<file path="config.mk">
export PLATFORM = sky130hd
export DESIGN_NAME = load_store_sequencer
export DESIGN_NICKNAME = d
export VERILOG_FILES = /design/src/rtl/mips_mem_pkg.sv /design/src/rtl/load_store_sequencer_load_extend.sv /design/src/rtl/load_store_sequencer.sv
export SDC_FILE = /design/constraint.sdc
export NUM_CORES = 1
export LEC_CHECK = 0
export ABC_AREA = 1
export CAP_MARGIN = 20
export CORE_ASPECT_RATIO = 1.4
export CORE_UTILIZATION = 45
export DETAILED_ROUTE_END_ITERATION = 12
export PLACE_DENSITY = 0.87
export SYNTH_ARGS = -nofsm -noshare
export SYNTH_HDL_FRONTEND = slang
export SYNTH_SLANG_ARGS = --single-unit
</file>
<file path="constraint.sdc">
create_clock -name clk -period 1.8 [get_ports clk]
set_clock_uncertainty 0.05 [all_clocks]
set_input_delay 0.36 -clock clk [delete_from_list [all_inputs] [get_ports clk]]
set_output_delay 0.36 -clock clk [all_outputs]
set_load 0.02 [all_outputs]
</file>
<file path="src/rtl/mips_mem_pkg.sv">
// Shared definitions for the load/store sequencer: access size codes, FSM
// state encoding and size/alignment helpers.
package mips_mem_pkg;

    // Access size codes as presented on req_size.
    localparam logic [1:0] SZ_BYTE    = 2'b00;
    localparam logic [1:0] SZ_HALF    = 2'b01;
    localparam logic [1:0] SZ_WORD    = 2'b10;
    localparam logic [1:0] SZ_ILLEGAL = 2'b11;

    // Sequencer FSM states.
    typedef enum logic [1:0] {
        ST_IDLE = 2'b00,
        ST_XFER = 2'b01,
        ST_RESP = 2'b10
    } state_t;

    // Number of single-byte memory accesses needed for a size code.
    function automatic logic [2:0] size_to_nbytes(input logic [1:0] size);
        logic [2:0] nbytes;
        case (size)
            SZ_BYTE: nbytes = 3'd1;
            SZ_HALF: nbytes = 3'd2;
            SZ_WORD: nbytes = 3'd4;
            default: nbytes = 3'd0;
        endcase
        return nbytes;
    endfunction

    // A request is rejected for an illegal size or a misaligned address.
    function automatic logic req_is_bad(input logic [1:0] size, input logic [1:0] addr_lo);
        logic bad;
        case (size)
            SZ_BYTE: bad = 1'b0;
            SZ_HALF: bad = addr_lo[0];
            SZ_WORD: bad = (addr_lo != 2'b00);
            default: bad = 1'b1;
        endcase
        return bad;
    endfunction

endpackage

</file>
<file path="src/rtl/load_store_sequencer_load_extend.sv">
// Sign/zero extension of the reassembled big-endian load data. The
// accumulator is right-justified, so the loaded value always sits in the
// low bytes regardless of size.
module load_extend
    import mips_mem_pkg::*;
(
    input  logic [31:0] acc,
    input  logic [1:0]  size,
    input  logic        is_unsigned,
    output logic [31:0] result
);

    // Pick the sign bit for the access width and fill the upper bits.
    always_comb begin
        result = acc;
        case (size)
            SZ_BYTE: result = {{24{acc[7]  & ~is_unsigned}}, acc[7:0]};
            SZ_HALF: result = {{16{acc[15] & ~is_unsigned}}, acc[15:0]};
            default: result = acc;
        endcase
    end

endmodule

</file>
<file path="src/rtl/load_store_sequencer.sv">
// Load/store sequencer between the MEM stage and a byte-wide data memory.
// One request at a time is split into 1/2/4 byte accesses, MSB first
// (big-endian), and answered with a single response.
module load_store_sequencer
    import mips_mem_pkg::*;
#(
    parameter int MEMORY_SIZE = 16384,
    parameter int ADDR_WIDTH  = $clog2(MEMORY_SIZE)
) (
    input  logic                  clk,
    input  logic                  rst,
    input  logic                  req_valid,
    output logic                  req_ready,
    input  logic                  req_store,
    input  logic [1:0]            req_size,
    input  logic                  req_unsigned,
    input  logic [ADDR_WIDTH-1:0] req_addr,
    input  logic [31:0]           req_wdata,
    output logic                  resp_valid,
    input  logic                  resp_ready,
    output logic [31:0]           resp_rdata,
    output logic                  resp_err,
    output logic [ADDR_WIDTH-1:0] mem_addr,
    output logic                  mem_we,
    output logic [7:0]            mem_wdata,
    input  logic [7:0]            mem_rdata
);

    state_t                state_q,    state_d;
    logic [1:0]            cnt_q,      cnt_d;
    logic [1:0]            nlast_q,    nlast_d;     // index of the final byte (N-1)
    logic [ADDR_WIDTH-1:0] addr_q,     addr_d;
    logic [31:0]           wdata_q,    wdata_d;
    logic [1:0]            size_q,     size_d;
    logic                  store_q,    store_d;
    logic                  unsigned_q, unsigned_d;
    logic [31:0]           acc_q,      acc_d;
    logic [31:0]           rdata_q,    rdata_d;
    logic                  err_q,      err_d;

    logic [31:0]           acc_shift;
    logic [31:0]           ext_result;
    logic [2:0]            req_nbytes;
    logic [1:0]            byte_sel;

    // The final byte is shifted in on the same edge the response is built,
    // so extension works on the accumulator including the current byte.
    assign acc_shift  = {acc_q[23:0], mem_rdata};
    assign req_nbytes = size_to_nbytes(req_size);

    load_extend u_load_extend (
        .acc         (acc_shift),
        .size        (size_q),
        .is_unsigned (unsigned_q),
        .result      (ext_result)
    );

    // State and datapath registers.
    always_ff @(posedge clk) begin
        if (rst) begin
            state_q    <= ST_IDLE;
            cnt_q      <= 2'd0;
            nlast_q    <= 2'd0;
            addr_q     <= '0;
            wdata_q    <= 32'd0;
            size_q     <= SZ_BYTE;
            store_q    <= 1'b0;
            unsigned_q <= 1'b0;
            acc_q      <= 32'd0;
            rdata_q    <= 32'd0;
            err_q      <= 1'b0;
        end else begin
            state_q    <= state_d;
            cnt_q      <= cnt_d;
            nlast_q    <= nlast_d;
            addr_q     <= addr_d;
            wdata_q    <= wdata_d;
            size_q     <= size_d;
            store_q    <= store_d;
            unsigned_q <= unsigned_d;
            acc_q      <= acc_d;
            rdata_q    <= rdata_d;
            err_q      <= err_d;
        end
    end

    // Next-state logic and handshake outputs.
    always_comb begin
        state_d    = state_q;
        cnt_d      = cnt_q;
        nlast_d    = nlast_q;
        addr_d     = addr_q;
        wdata_d    = wdata_q;
        size_d     = size_q;
        store_d    = store_q;
        unsigned_d = unsigned_q;
        acc_d      = acc_q;
        rdata_d    = rdata_q;
        err_d      = err_q;
        req_ready  = 1'b0;
        resp_valid = 1'b0;

        case (state_q)
            ST_IDLE: begin
                req_ready = 1'b1;
                if (req_valid) begin
                    addr_d     = req_addr;
                    wdata_d    = req_wdata;
                    size_d     = req_size;
                    store_d    = req_store;
                    unsigned_d = req_unsigned;
                    cnt_d      = 2'd0;
                    acc_d      = 32'd0;
                    rdata_d    = 32'd0;
                    if (req_is_bad(req_size, req_addr[1:0])) begin
                        // Rejected without touching memory.
                        err_d   = 1'b1;
                        state_d = ST_RESP;
                    end else begin
                        err_d   = 1'b0;
                        nlast_d = 2'(req_nbytes - 3'd1);
                        state_d = ST_XFER;
                    end
                end
            end

            ST_XFER: begin
                if (!store_q) begin
                    acc_d = acc_shift;
                end
                if (cnt_q == nlast_q) begin
                    rdata_d = store_q ? 32'd0 : ext_result;
                    state_d = ST_RESP;
                end else begin
                    cnt_d = cnt_q + 2'd1;
                end
            end

            ST_RESP: begin
                resp_valid = 1'b1;
                if (resp_ready) begin
                    state_d = ST_IDLE;
                end
            end

            default: begin
                state_d = ST_IDLE;
            end
        endcase
    end

    assign resp_rdata = rdata_q;
    assign resp_err   = err_q;

    // Store bytes leave MSB first: byte N-1-cnt of the right-justified data.
    assign byte_sel = nlast_q - cnt_q;

    // Memory port, driven only while transferring; the write strobe is
    // additionally gated by reset so a reset cycle never writes.
    always_comb begin
        mem_addr  = '0;
        mem_we    = 1'b0;
        mem_wdata = 8'd0;
        if (state_q == ST_XFER) begin
            mem_addr = addr_q + ADDR_WIDTH'(cnt_q);
            if (store_q) begin
                mem_we    = ~rst;
                mem_wdata = wdata_q[{byte_sel, 3'b000} +: 8];
            end
        end
    end

endmodule
</file>
======== Word level (Yosys, flattened, before mapping) ========
Index checks and enable logic that the tools add are counted.
storage, ports and cells
  bits in registers ....................... 113
  input bits .............................. 62
  output and inout port bits .............. 58
cells by class
  add/subtract/negate cells ............... 4
  equal/unequal tests ..................... 11
  shift-type cells ........................ 1
  muxes and demuxes ....................... 27
  bitwise logic cells ..................... 5
  reduce and logical (&&, ||, !) cells .... 11
operators by type and width
  kind                   number
  $pmux W32 S2           2
  $mux W32               3
  $pmux W24 S2           1
  $shiftx A32 B6 Y8      1
  $mux W24               1
  $mux W8                2
  $reduce_and A3 Y1      5
  $add A14 B2 Y14        1
  $mux W14               1
  $mux W2                6
  $pmux W2 S3            2
  $ne A2 B2 Y1 const B   5
  $mux W1                7
  $eq A2 B1 Y1 const B   3
  $logic_not A2 Y1       3
  $eq A2 B2 Y1 const B   2
  $pmux W2 S2            1
  $reduce_bool A2 Y1     2
  $not A1 Y1             3
  $pmux W1 S3            1
  $add A2 B1 Y2 const B  1
  $and A1 B1 Y1          2
  $eq A2 B2 Y1           1
  $reduce_and A2 Y1      1
  2 further kinds        2

======== Logic depth before layout (Yosys ltp) ========
Gate-level depths: netlist (run 1).
  word-level depth ........................ 7
  depth in mapped cells ................... 9

======== Modules after synthesis ========
Synthesis (run 1) repeated with hierarchy kept, for this count alone.
unflattened totals
  cells, all modules ...................... 810
  area, all modules ....................... 5,485.3 um^2
by module, submodules not included
  module                times used  cells an instance  area each (um^2)  seq. area each (um^2)
  load_store_sequencer  1           739                5,081.1           2,262.2
  load_extend           1           71                 404.1             0.0

======== Worst setup path before layout (run 1) ========
OpenSTA, ideal clock, no wires.
  path type ............................... flip-flop to output port
  from .................................... register cnt_q[0]
  to ...................................... output mem_addr[6]
  data arrival time ....................... 1.638 ns
  required time ........................... 1.390 ns
  slack ................................... -0.248 ns
  stages on the path, launching flop included .. 6
  buffers on the path ..................... 0
  cell sequence ........................... dfxtp_1 -> ha_1 -> fa_1 -> nand2_1 -> nor3_1 -> nor3_1
on the way
  longest elaborated chain between the ends .. 2
ends and longest elaborated chain
  element                   RTL line                     text
  start: declaration        load_store_sequencer.sv:30   logic [1:0] cnt_q, cnt_d;
  start signal: assignment  load_store_sequencer.sv:74   cnt_q <= cnt_d;
  $add A14 B2 Y14           load_store_sequencer.sv:165  mem_addr = addr_q + ADDR_WIDTH'(cnt_q);
  $mux W14                  load_store_sequencer.sv:164  if (state_q == ST_XFER) begin
  end: declaration          load_store_sequencer.sv:23   output logic [ADDR_WIDTH-1:0] mem_addr,
Every way passes these cells.

======== Worst setup path after layout (run 1) ========
  from .................................... register addr_q[0]
  to ...................................... output mem_addr[10]
on the way
  longest elaborated chain between the ends .. 2
ends and longest elaborated chain
  element                   RTL line                     text
  start: declaration        load_store_sequencer.sv:32   logic [ADDR_WIDTH-1:0] addr_q, addr_d;
  start signal: assignment  load_store_sequencer.sv:76   addr_q <= addr_d;
  $add A14 B2 Y14           load_store_sequencer.sv:165
  $mux W14                  load_store_sequencer.sv:164
Every way passes these cells.

==> metrics, run 1 <==
status finished, violations left; violated checks setup timing; Final Total Pwr ~8.3 mW; ys flop type dfxtp_1; Ys Warns 0; Netlist cell types 22; setup tns final -8860 ps; setup violators final 21; htree depth 4; CP startpoint kind flip-flop; cts bufs inserted 17; worst vdd ir between 600 and 700 µV; fmax between 400 and 500 MHz; fin cells approximately 1100; commonest cells in the netlist 189 x nor2_1, 120 x nand2_1, 119 x o21ai_0, 113 x dfxtp_1, 75 x a21oi_1; RSZ-0062 raised after global routing true; Seq/Total Area, Yosys roughly 43%; Worst-Skew Late Latency ~410 ps; Initial Util a little under half; CTS tree built; top cell type's share of synthesized area 42.8%; pin count of the biggest net entering global routing 60; Die Y approximately 130 µm; CTS Buffer Depth 2; Area Overhead vs Synth 47.9%; top cells by area, synth dfxtp_1 43%, nor2_1 13%, o21ai_0 11%; max-cap violations 0; EDFF count, synth 0; grt ovf 0; PD cells roughly 1100 nW/µm²; Critical Path AT between 1500 and 2000 ps; vias in the first global route approximately 5500; asr flop ratio synth 0%; RePlAce Congestion approximately 0.83; Pleak 3.31 nW; Total Wirelength around 16000 µm; die width 93.6 µm; worst setup path category flip-flop to output port; FF+latch count, synth roughly 110; DR WL/cell 14.5 µm; Buffers on Ports between 100 and 150; worst min-delay path class flip-flop to flip-flop; R2R setup slack 130 ps; Least-Margin Pin Slew around 540 ps; initial antenna violation count 0; nets between 900 and 1000; hold-fix buffers at CTS 0; DRC Markers 0; I/O pin count 120; n_diodes 0; vias per inst roughly 5.3; Synth area leader dfxtp_1; Slew Limit Fails 0; Inst Count DP roughly 1000; gr usage total 25.5%; Std-Cell Rows between 40 and 50; die area 12200 µm²; DR iter-0 viols 247; Syn Std Cell Area about 5300 µm²; final hold violations 0; count leader, synth nor2_1; Syn Area/Cell slightly below 7 µm²; drt first pass iters 5; Final period util 128%; Mapped Cells roughly 780; via count 5712; first-pass GRT wire length ~24000 µm; clock sinks 113; worst setup margin -497 ps; Tmin final approximately 2300 ps; Worst slew margin a little under two thirds; Req. time, crit path ~1400 ps; Detail Route Antenna Nets 0; Clock Pin Slew Worst Setup and Hold Paths 50 ps; core footprint about 11000 µm²; syn_nets 849; layout cells sized above 1 about a fifth; CTS root buffer clkbuf_16; dpl hpwl ~9800 µm; Critical Path End Type output port; worst-path fanout max 4
==> layout make-up <==
cell class	instances	area, µm²
clock buffer	21	480
sequential	113	2270
inverter	55	216
timing repair buffer	175	1670
multi-input combinational	566	2830
fill	885	3570
tap	144	180
clock inverter	11	176
==> critical path, cell delays in order, from the launching register on <==
cell,delay (ps)
dfxtp_2,350
ha_4,150
fa_2,240
nand2_4,80
nor3_4,230
nand2_1,90
nand2_1,100
inv_2,40
nor2_2,80
buf_6,120
==> final timing paths <==
path                             from                           to  cells past startpoint
max reg2reg   nlast_q[0]$_SDFFE_PP0P_  resp_rdata[21]$_SDFFE_PP0P_                      8
min reg2reg  wdata_q[28]$_SDFFE_PP0P_     wdata_q[28]$_SDFFE_PP0P_                      2
min          wdata_q[28]$_SDFFE_PP0P_     wdata_q[28]$_SDFFE_PP0P_                      2
max            addr_q[0]$_SDFFE_PP0P_                 mem_addr[10]                      9
==> power by group <==
group	internal, mW	leakage, nW	total [mW]	switching (mW)
clock	2.47	0.308	3.66	1.19
combinational	0.761	2.07	1.77	1.01
sequential	2.76	0.935	2.90	0.143
==> cell usage in the layout (no fill, tap or decap), types with 6 or more instances in the layout <==
master and instances:
buf_6 12, nand3_1 13, nor2_2 13, a21oi_1 72
nor2_1 174, nand3b_1 33, inv_1 45, buf_4 58
dfxtp_1 108, o21ai_2 17, o21ai_0 93, clkdlybuf4s50_1 89
nand2_2 7, clkbuf_16 18, inv_2 6, o21ai_1 9
nand2_1 111
==> sequential cells by signal, indices dropped and copies added (netlist names) <==
register and cells:
addr_q 14, unsigned_q 1, store_q 1, size_q 2, cnt_q 2, state_q 2, resp_err 1, wdata_q 32
nlast_q 2, resp_rdata 32, acc_q 24
==> stage by stage <==
step / util, % / setup WS (ps) / cell area (µm²) / hold slack (ps)
2_1_floorplan: - / -14.7 / 5370 / 374
3_3_place_gp: 60.8 / -508 / 6930 / 385
3_5_place_dp: 60.8 / -564 / 6930 / 396
4_1_cts: 67.4 / -548 / 7680 / 405
5_1_grt: 68.7 / -662 / 7830 / 423
6_report: 68.7 / -497 / 7830 / 401
==> layer usage <==
metal | vias to the layer above | track usage (%) | part of all wire (%)
met5 | - | 0 | 0
li1 | 2814 | - | -
met1 | 2627 | 26.6 | 37
met4 | 0 | 13.1 | 3.4
met3 | 43 | 5.13 | 5.2
met2 | 228 | 48.0 | 54
==> cell families (layout without fill, tap and decap cells) <==
family                     count (synthesis)  count (layout)  synth area share (%)
AOI/OAI and AO/OA                        194             194                  18.3
adders and majority gates                  4               4                  1.09
buffers and inverters                    104             262                  8.21
DFF                                      113             113                  42.8
and+or+nand+nor                          368             368                  29.6
==> timing repair <==
item,in CTS,in global routing
pin swaps,16,14
cloned,0,1
endpoints found under the setup margin,45,66
gates resized for setup,169,42
setup buffers,3,0
Power figures use the tool's default switching activity.
==> inputs of run 2 (changes only) <==
Settings changed: CORE_MARGIN set to 2.
==> run 2 against run 1 <==
Compared with the run above:
- the flow still finishes with violations (setup timing)
- critical path type unchanged
- maximum frequency shrank 3.5%
- sequential share of layout area shrank 1.0 points
- die area is 3.7% higher
- largest cell class unchanged
- register-to-register slack lost 250 ps
==> metrics, run 2 (synthesis gave the netlist of run 1 again) <==
max-cap violations 0; launch point of the worst reg-to-reg path cnt_q[0]$_SDFFE_PP0P_; Total Wirelength between 15000 and 20000 µm; die area ~13000 µm²; worst setup path category flip-flop to output port; PD cells between 1000 and 1500 nW/µm²; fmax roughly 420 MHz; Clock Pin Slew Worst Setup and Hold Paths approximately 50 ps; Req. time, crit path 1390 ps; worst-path fanout max 8; Critical Path End Type output port; violated checks setup timing; hold-fix buffers at CTS 0; Worst slew margin around three fifths; die width 95.6 µm; worst hold path depth 2; worst setup margin -580 ps; Inst Count DP between 1000 and 1500; setup violators final 54; gr usage total roughly a quarter; n_diodes 0; RePlAce Congestion 0.847; grt ovf 0; first-pass GRT wire length 24600 µm; drt first pass iters 5; Critical Path AT between 1500 and 2000 ps; worst min-delay path class flip-flop to flip-flop; Final Total Pwr roughly 8.4 mW; Initial Util between 40% and 50%; layout cells sized above 1 22.8%; cts bufs inserted 17; Buffers on Ports around 120; R2R setup slack -120 ps; Area Overhead vs Synth 53.2%; final hold violations 0; met3 GRT Util about 5.8%; pin count of the biggest net entering global routing 63; min-delay src wdata_q[10]$_SDFFE_PP0P_; fin cells ~1100; vias per inst roughly 5.5; I/O pin count 120; hold_ws just over 400 ps; Top Usage Layer GRT met2; Slew Limit Fails 0; htree depth 4; Std-Cell Rows 46; RSZ-0062 raised after global routing true; core footprint about 11000 µm²; Pleak around 3.4 nW; DRC Markers 0; via count just over 6000; worst vdd ir approximately 600 µV; Worst Hold Path EP wdata_q[10]$_SDFFE_PP0P_; met1 Use GR 26.3%; Register-to-Register Path Depth 10; FF-to-FF End resp_rdata[5]$_SDFFE_PP0P_; Tmin final 2380 ps; CP startpoint kind flip-flop; commonest cells after routing, fill and taps aside 155 x nor2_1, 108 x dfxtp_1, 106 x nand2_1; CTS Buffer Depth 2; vias in the first global route between 5000 and 6000; dpl hpwl 9970 µm; nets roughly 1000; CTS root buffer clkbuf_16; GRT met2 Usage a little over two fifths; Final period util 132%; fillers 819; Detail Route Antenna Nets 0; most common cell after layout, fill and taps aside nor2_1; Die Y 132 µm; clock sinks 113; DR iter-0 viols 391; status finished, violations left; Worst-Skew Late Latency slightly above 400 ps; DR WL/cell roughly 17 µm; initial antenna violation count 1; CTS tree built; Least-Margin Pin Slew 621 ps
==> run 2: power by group <==
| group | total (mW) | leakage, nW | switching [mW] | internal [mW] |
|---|---|---|---|---|
| clock | 3.47 | 0.293 | 1.17 | 2.30 |
| sequential | 2.91 | 0.935 | 0.153 | 2.76 |
| combinational | 2.03 | 2.21 | 1.14 | 0.886 |
| total | 8.41 | 3.44 | 2.46 | 5.95 |
==> run 2: what timing repair did <==
| action | in CTS | in global routing |
|---|---|---|
| buffers inserted | 3 | 7 |
| pin swaps | 12 | 42 |
| gates cloned | 0 | 6 |
| gates resized for setup | 159 | 99 |
| setup endpoints to repair | 43 | 46 |
==> run 2: metal layers <==
layer / part of all wire [%] / vias to the layer above
met5: 0.088 / -
met4: 4.4 / 2
met3: 5.7 / 67
met2: 54 / 265
met1: 36 / 2862
li1: - / 2837
==> run 2: area by class of cell <==
type | instances | area, µm² | share of cell area, %
multi-input combinational | 566 | 2960 | 36.5
sequential | 113 | 2270 | 28.0
timing repair buffer | 185 | 1870 | 23.0
clock buffer | 21 | 480 | 5.93
inverter | 55 | 215 | 2.66
tap | 144 | 180 | 2.22
clock inverter | 9 | 131 | 1.62
==> run 2: worst max-delay path, stage by stage (launching register included) <==
cell	delay, ps
dfxtp_4	350
buf_4	150
ha_4	240
buf_6	130
clkbuf_16	170
o21ai_2	160
nor2_1	80
nor2_2	150
buf_6	130
==> run 2: how the worst max path moves through the flow <==
| stage | from | end | slack [ps] | cells past startpoint |
|---|---|---|---|---|
| after floorplan | cnt_q[0]$_SDFFE_PP0P_ | mem_addr[10] | -10 | 7 |
| after global placement | cnt_q[0]$_SDFFE_PP0P_ | mem_addr[10] | -520 | 8 |
| after detailed placement | cnt_q[1]$_SDFFE_PP0P_ | mem_addr[13] | -600 | 8 |
| after CTS | cnt_q[0]$_SDFFE_PP0P_ | mem_addr[6] | -560 | 7 |
| after global routing | cnt_q[0]$_SDFFE_PP0P_ | mem_addr[10] | -650 | 8 |
| final | cnt_q[0]$_SDFFE_PP0P_ | mem_wdata[4] | -580 | 8 |
==> run 2: through the flow <==
step           setup WS (ps)  area [µm²]  TNS (ps)  util (%)
3_5_place_dp            -596        6920    -14680      60.7
3_3_place_gp            -518        6920    -13030      60.7
4_1_cts                 -559        7600     -8910      66.7
2_1_floorplan          -14.7        5370     -17.8         -
6_report                -580        8110    -13030      71.1
5_1_grt                 -646        8110    -16410      71.1
==> inputs of run 3 (changes only) <==
Settings changed: GPL_TIMING_DRIVEN set to 0.
==> run 3 against run 2 <==
Compared with the run above:
- the flow still finishes with violations (setup timing)
- core utilization shrank 1.6 points
- die area is the same
- sequential power about the same
- maximum frequency is 1.9% higher
- worst setup slack gained 44 ps
- sequential share of layout area is 0.76 points higher
- count of clock-buffer cells in the layout down 3
- largest cell class unchanged
- largest power group unchanged
==> metrics, run 3 (synthesis gave the netlist of run 1 again) <==
status finished, violations left; violated checks setup timing; die area about 13000 µm²; I/O pin count 120; n_diodes 0; DRC Markers 0; most common cell after layout, fill and taps aside nor2_1; NetSw between 2 and 2.5 mW; CTS tree built; Slew Limit Fails 0; Top Usage Layer GRT met2; grt ovf 0; Comb power frac between 20% and 30%; CTS root buffer clkbuf_16; Cell Chain, Critical Path ha_1, buf_8, clkbuf_16, o21ai_1, o21ai_1, nor2_2, buf_4; Worst slew margin 58.9%; DR WL/cell around 16 µm; Worst-Skew Late Latency about 400 ps; worst min-delay path class flip-flop to flip-flop; Clock Power Share 45.6%; fillers between 800 and 900; Final Total Pwr 8.79 mW; die width around 96 µm; Final period util 130%; Total Wirelength between 15000 and 20000 µm; via count approximately 6000; Tmin final roughly 2300 ps; Critical Path End Type output port; worst-path fanout max 10; layout cells sized above 1 between 15 and 20%; Clock Pin Slew Worst Setup and Hold Paths ~60 ps; Die Y between 100 and 150 µm; most used cell along the critical path o21ai_1; RePlAce Congestion 0.856; core footprint 11400 µm²; first-pass GRT wire length around 28000 µm; DR iter-0 viols between 400 and 500; Area Overhead vs Synth 49.7%; worst setup path category flip-flop to output port; drt first pass iters 6; CTS Buffer Depth 2; fin cells roughly 1100; worst hold path depth 2; worst vdd ir between 700 and 800 µV; dpl hpwl about 11000 µm; Register-to-Register Path Depth 10; Critical Path AT slightly below 2000 ps; met3 GRT Util under 10%; Initial Util ~46%; worst setup margin -536 ps; CP startpoint kind flip-flop; Inst Count DP around 1000; commonest cells after routing, fill and taps aside 164 x nor2_1, 113 x nand2_1, 106 x dfxtp_1; Std-Cell Rows 46; RSZ-0062 raised after global routing true; fmax approximately 430 MHz; Crit-path slowest cell dfxtp_4; final hold violations 0; Cell Int Power 6.31 mW; Flop pwr share between 30% and 40%; hold_ws about 400 ps; clock sinks approximately 110; vias per inst 5.49; Buffers on Ports 119; met1 Use GR 28.9%; Req. time, crit path between 1000 and 1500 ps; nets between 1000 and 1500; max-cap violations 0; switching portion of total power approximately 28%; PD cells about 1100 nW/µm²; Least-Margin Pin Slew slightly above 600 ps; pin count of the biggest net entering global routing 17; cts bufs inserted 17; Final Util a little over two thirds; hold-fix buffers at CTS 0; htree depth 4; vias in the first global route 5887; gr usage total 28.0%; max incr delay on CP 360 ps; setup violators final 22; GRT met2 Usage approximately 50%; Pleak 3.34 nW; initial antenna violation count 0; Detail Route Antenna Nets 0
==> run 3: cell types whose count changed in the layout (fill, tap and decap cells not counted), moves of 4 or more <==
cell / delta
buf_4: -27
clkbuf_1: +14
buf_2: +10
nor2_2: -10
nor2_1: +9
nand2_1: +7
nand2_2: -7
buf_12: -6
clkbuf_2: +5
o21ai_2: +5
o21ai_4: -5
bufinv_16: +4
clkinvlp_4: +4
==> run 3: worst max-delay path, delay by kind of cell, from the launching register on <==
kind,cells,cell delay (ps)
AO/OA/AOI/OAI,2,250
adder cells (fa/ha/maj),1,320
buffers and inverters,3,460
flip-flops,1,360
AND/OR/NAND/NOR,1,120
==> run 3: metrics by stage <==
step	cell area [µm²]	setup TNS [ps]	worst slack [ps]
final	7920	-10010	-536
after global routing	7920	-10840	-579
after CTS	7750	-9260	-520
after detailed placement	6740	-38900	-745
after global placement	6740	-34400	-695
after floorplan	5370	-17.8	-14.7
==> run 3: final timing paths <==
kind	from	end	slack [ps]
min	wdata_q[30]$_SDFFE_PP0P_	wdata_q[30]$_SDFFE_PP0P_	410
min reg2reg	wdata_q[30]$_SDFFE_PP0P_	wdata_q[30]$_SDFFE_PP0P_	410
max reg2reg	nlast_q[0]$_SDFFE_PP0P_	resp_rdata[27]$_SDFFE_PP0P_	40
max	cnt_q[0]$_SDFFE_PP0P_	mem_wdata[5]	-540
==> run 3: per-layer routing <==
metal / part of all wire [%] / wire, µm
met3: 7.3 / 1310
met2: 53 / 9440
met5: 0 / 0
met4: 5.2 / 934
met1: 35 / 6280
==> run 3: layout make-up <==
cell class	instances	area (µm²)	share of cell area, %
flip-flops and latches	113	2280	28.8
clock inverters	14	260	3.29
repair buffers	137	1330	16.8
clock buffers	18	439	5.55
plain buffers	47	338	4.27
multi-input cells	566	2870	36.2
well taps	144	180	2.28
inverters	55	220	2.78
==> run 3: repair_timing <==
action	CTS	global route
pin swaps	33	21
resized for setup	206	60
setup buffers	13	5
setup endpoints to repair	42	92
==> run 3: power by group through the flow <==
stage | logic, mW | registers, mW | clock network, mW
floorplan | 0.915 | 3.01 | 0
global placement | 1.57 | 2.95 | 0
detailed placement | 1.60 | 2.95 | 0
CTS | 1.75 | 2.91 | 3.99
global route | 2.03 | 2.94 | 4.11
finish | 1.86 | 2.92 | 4.00
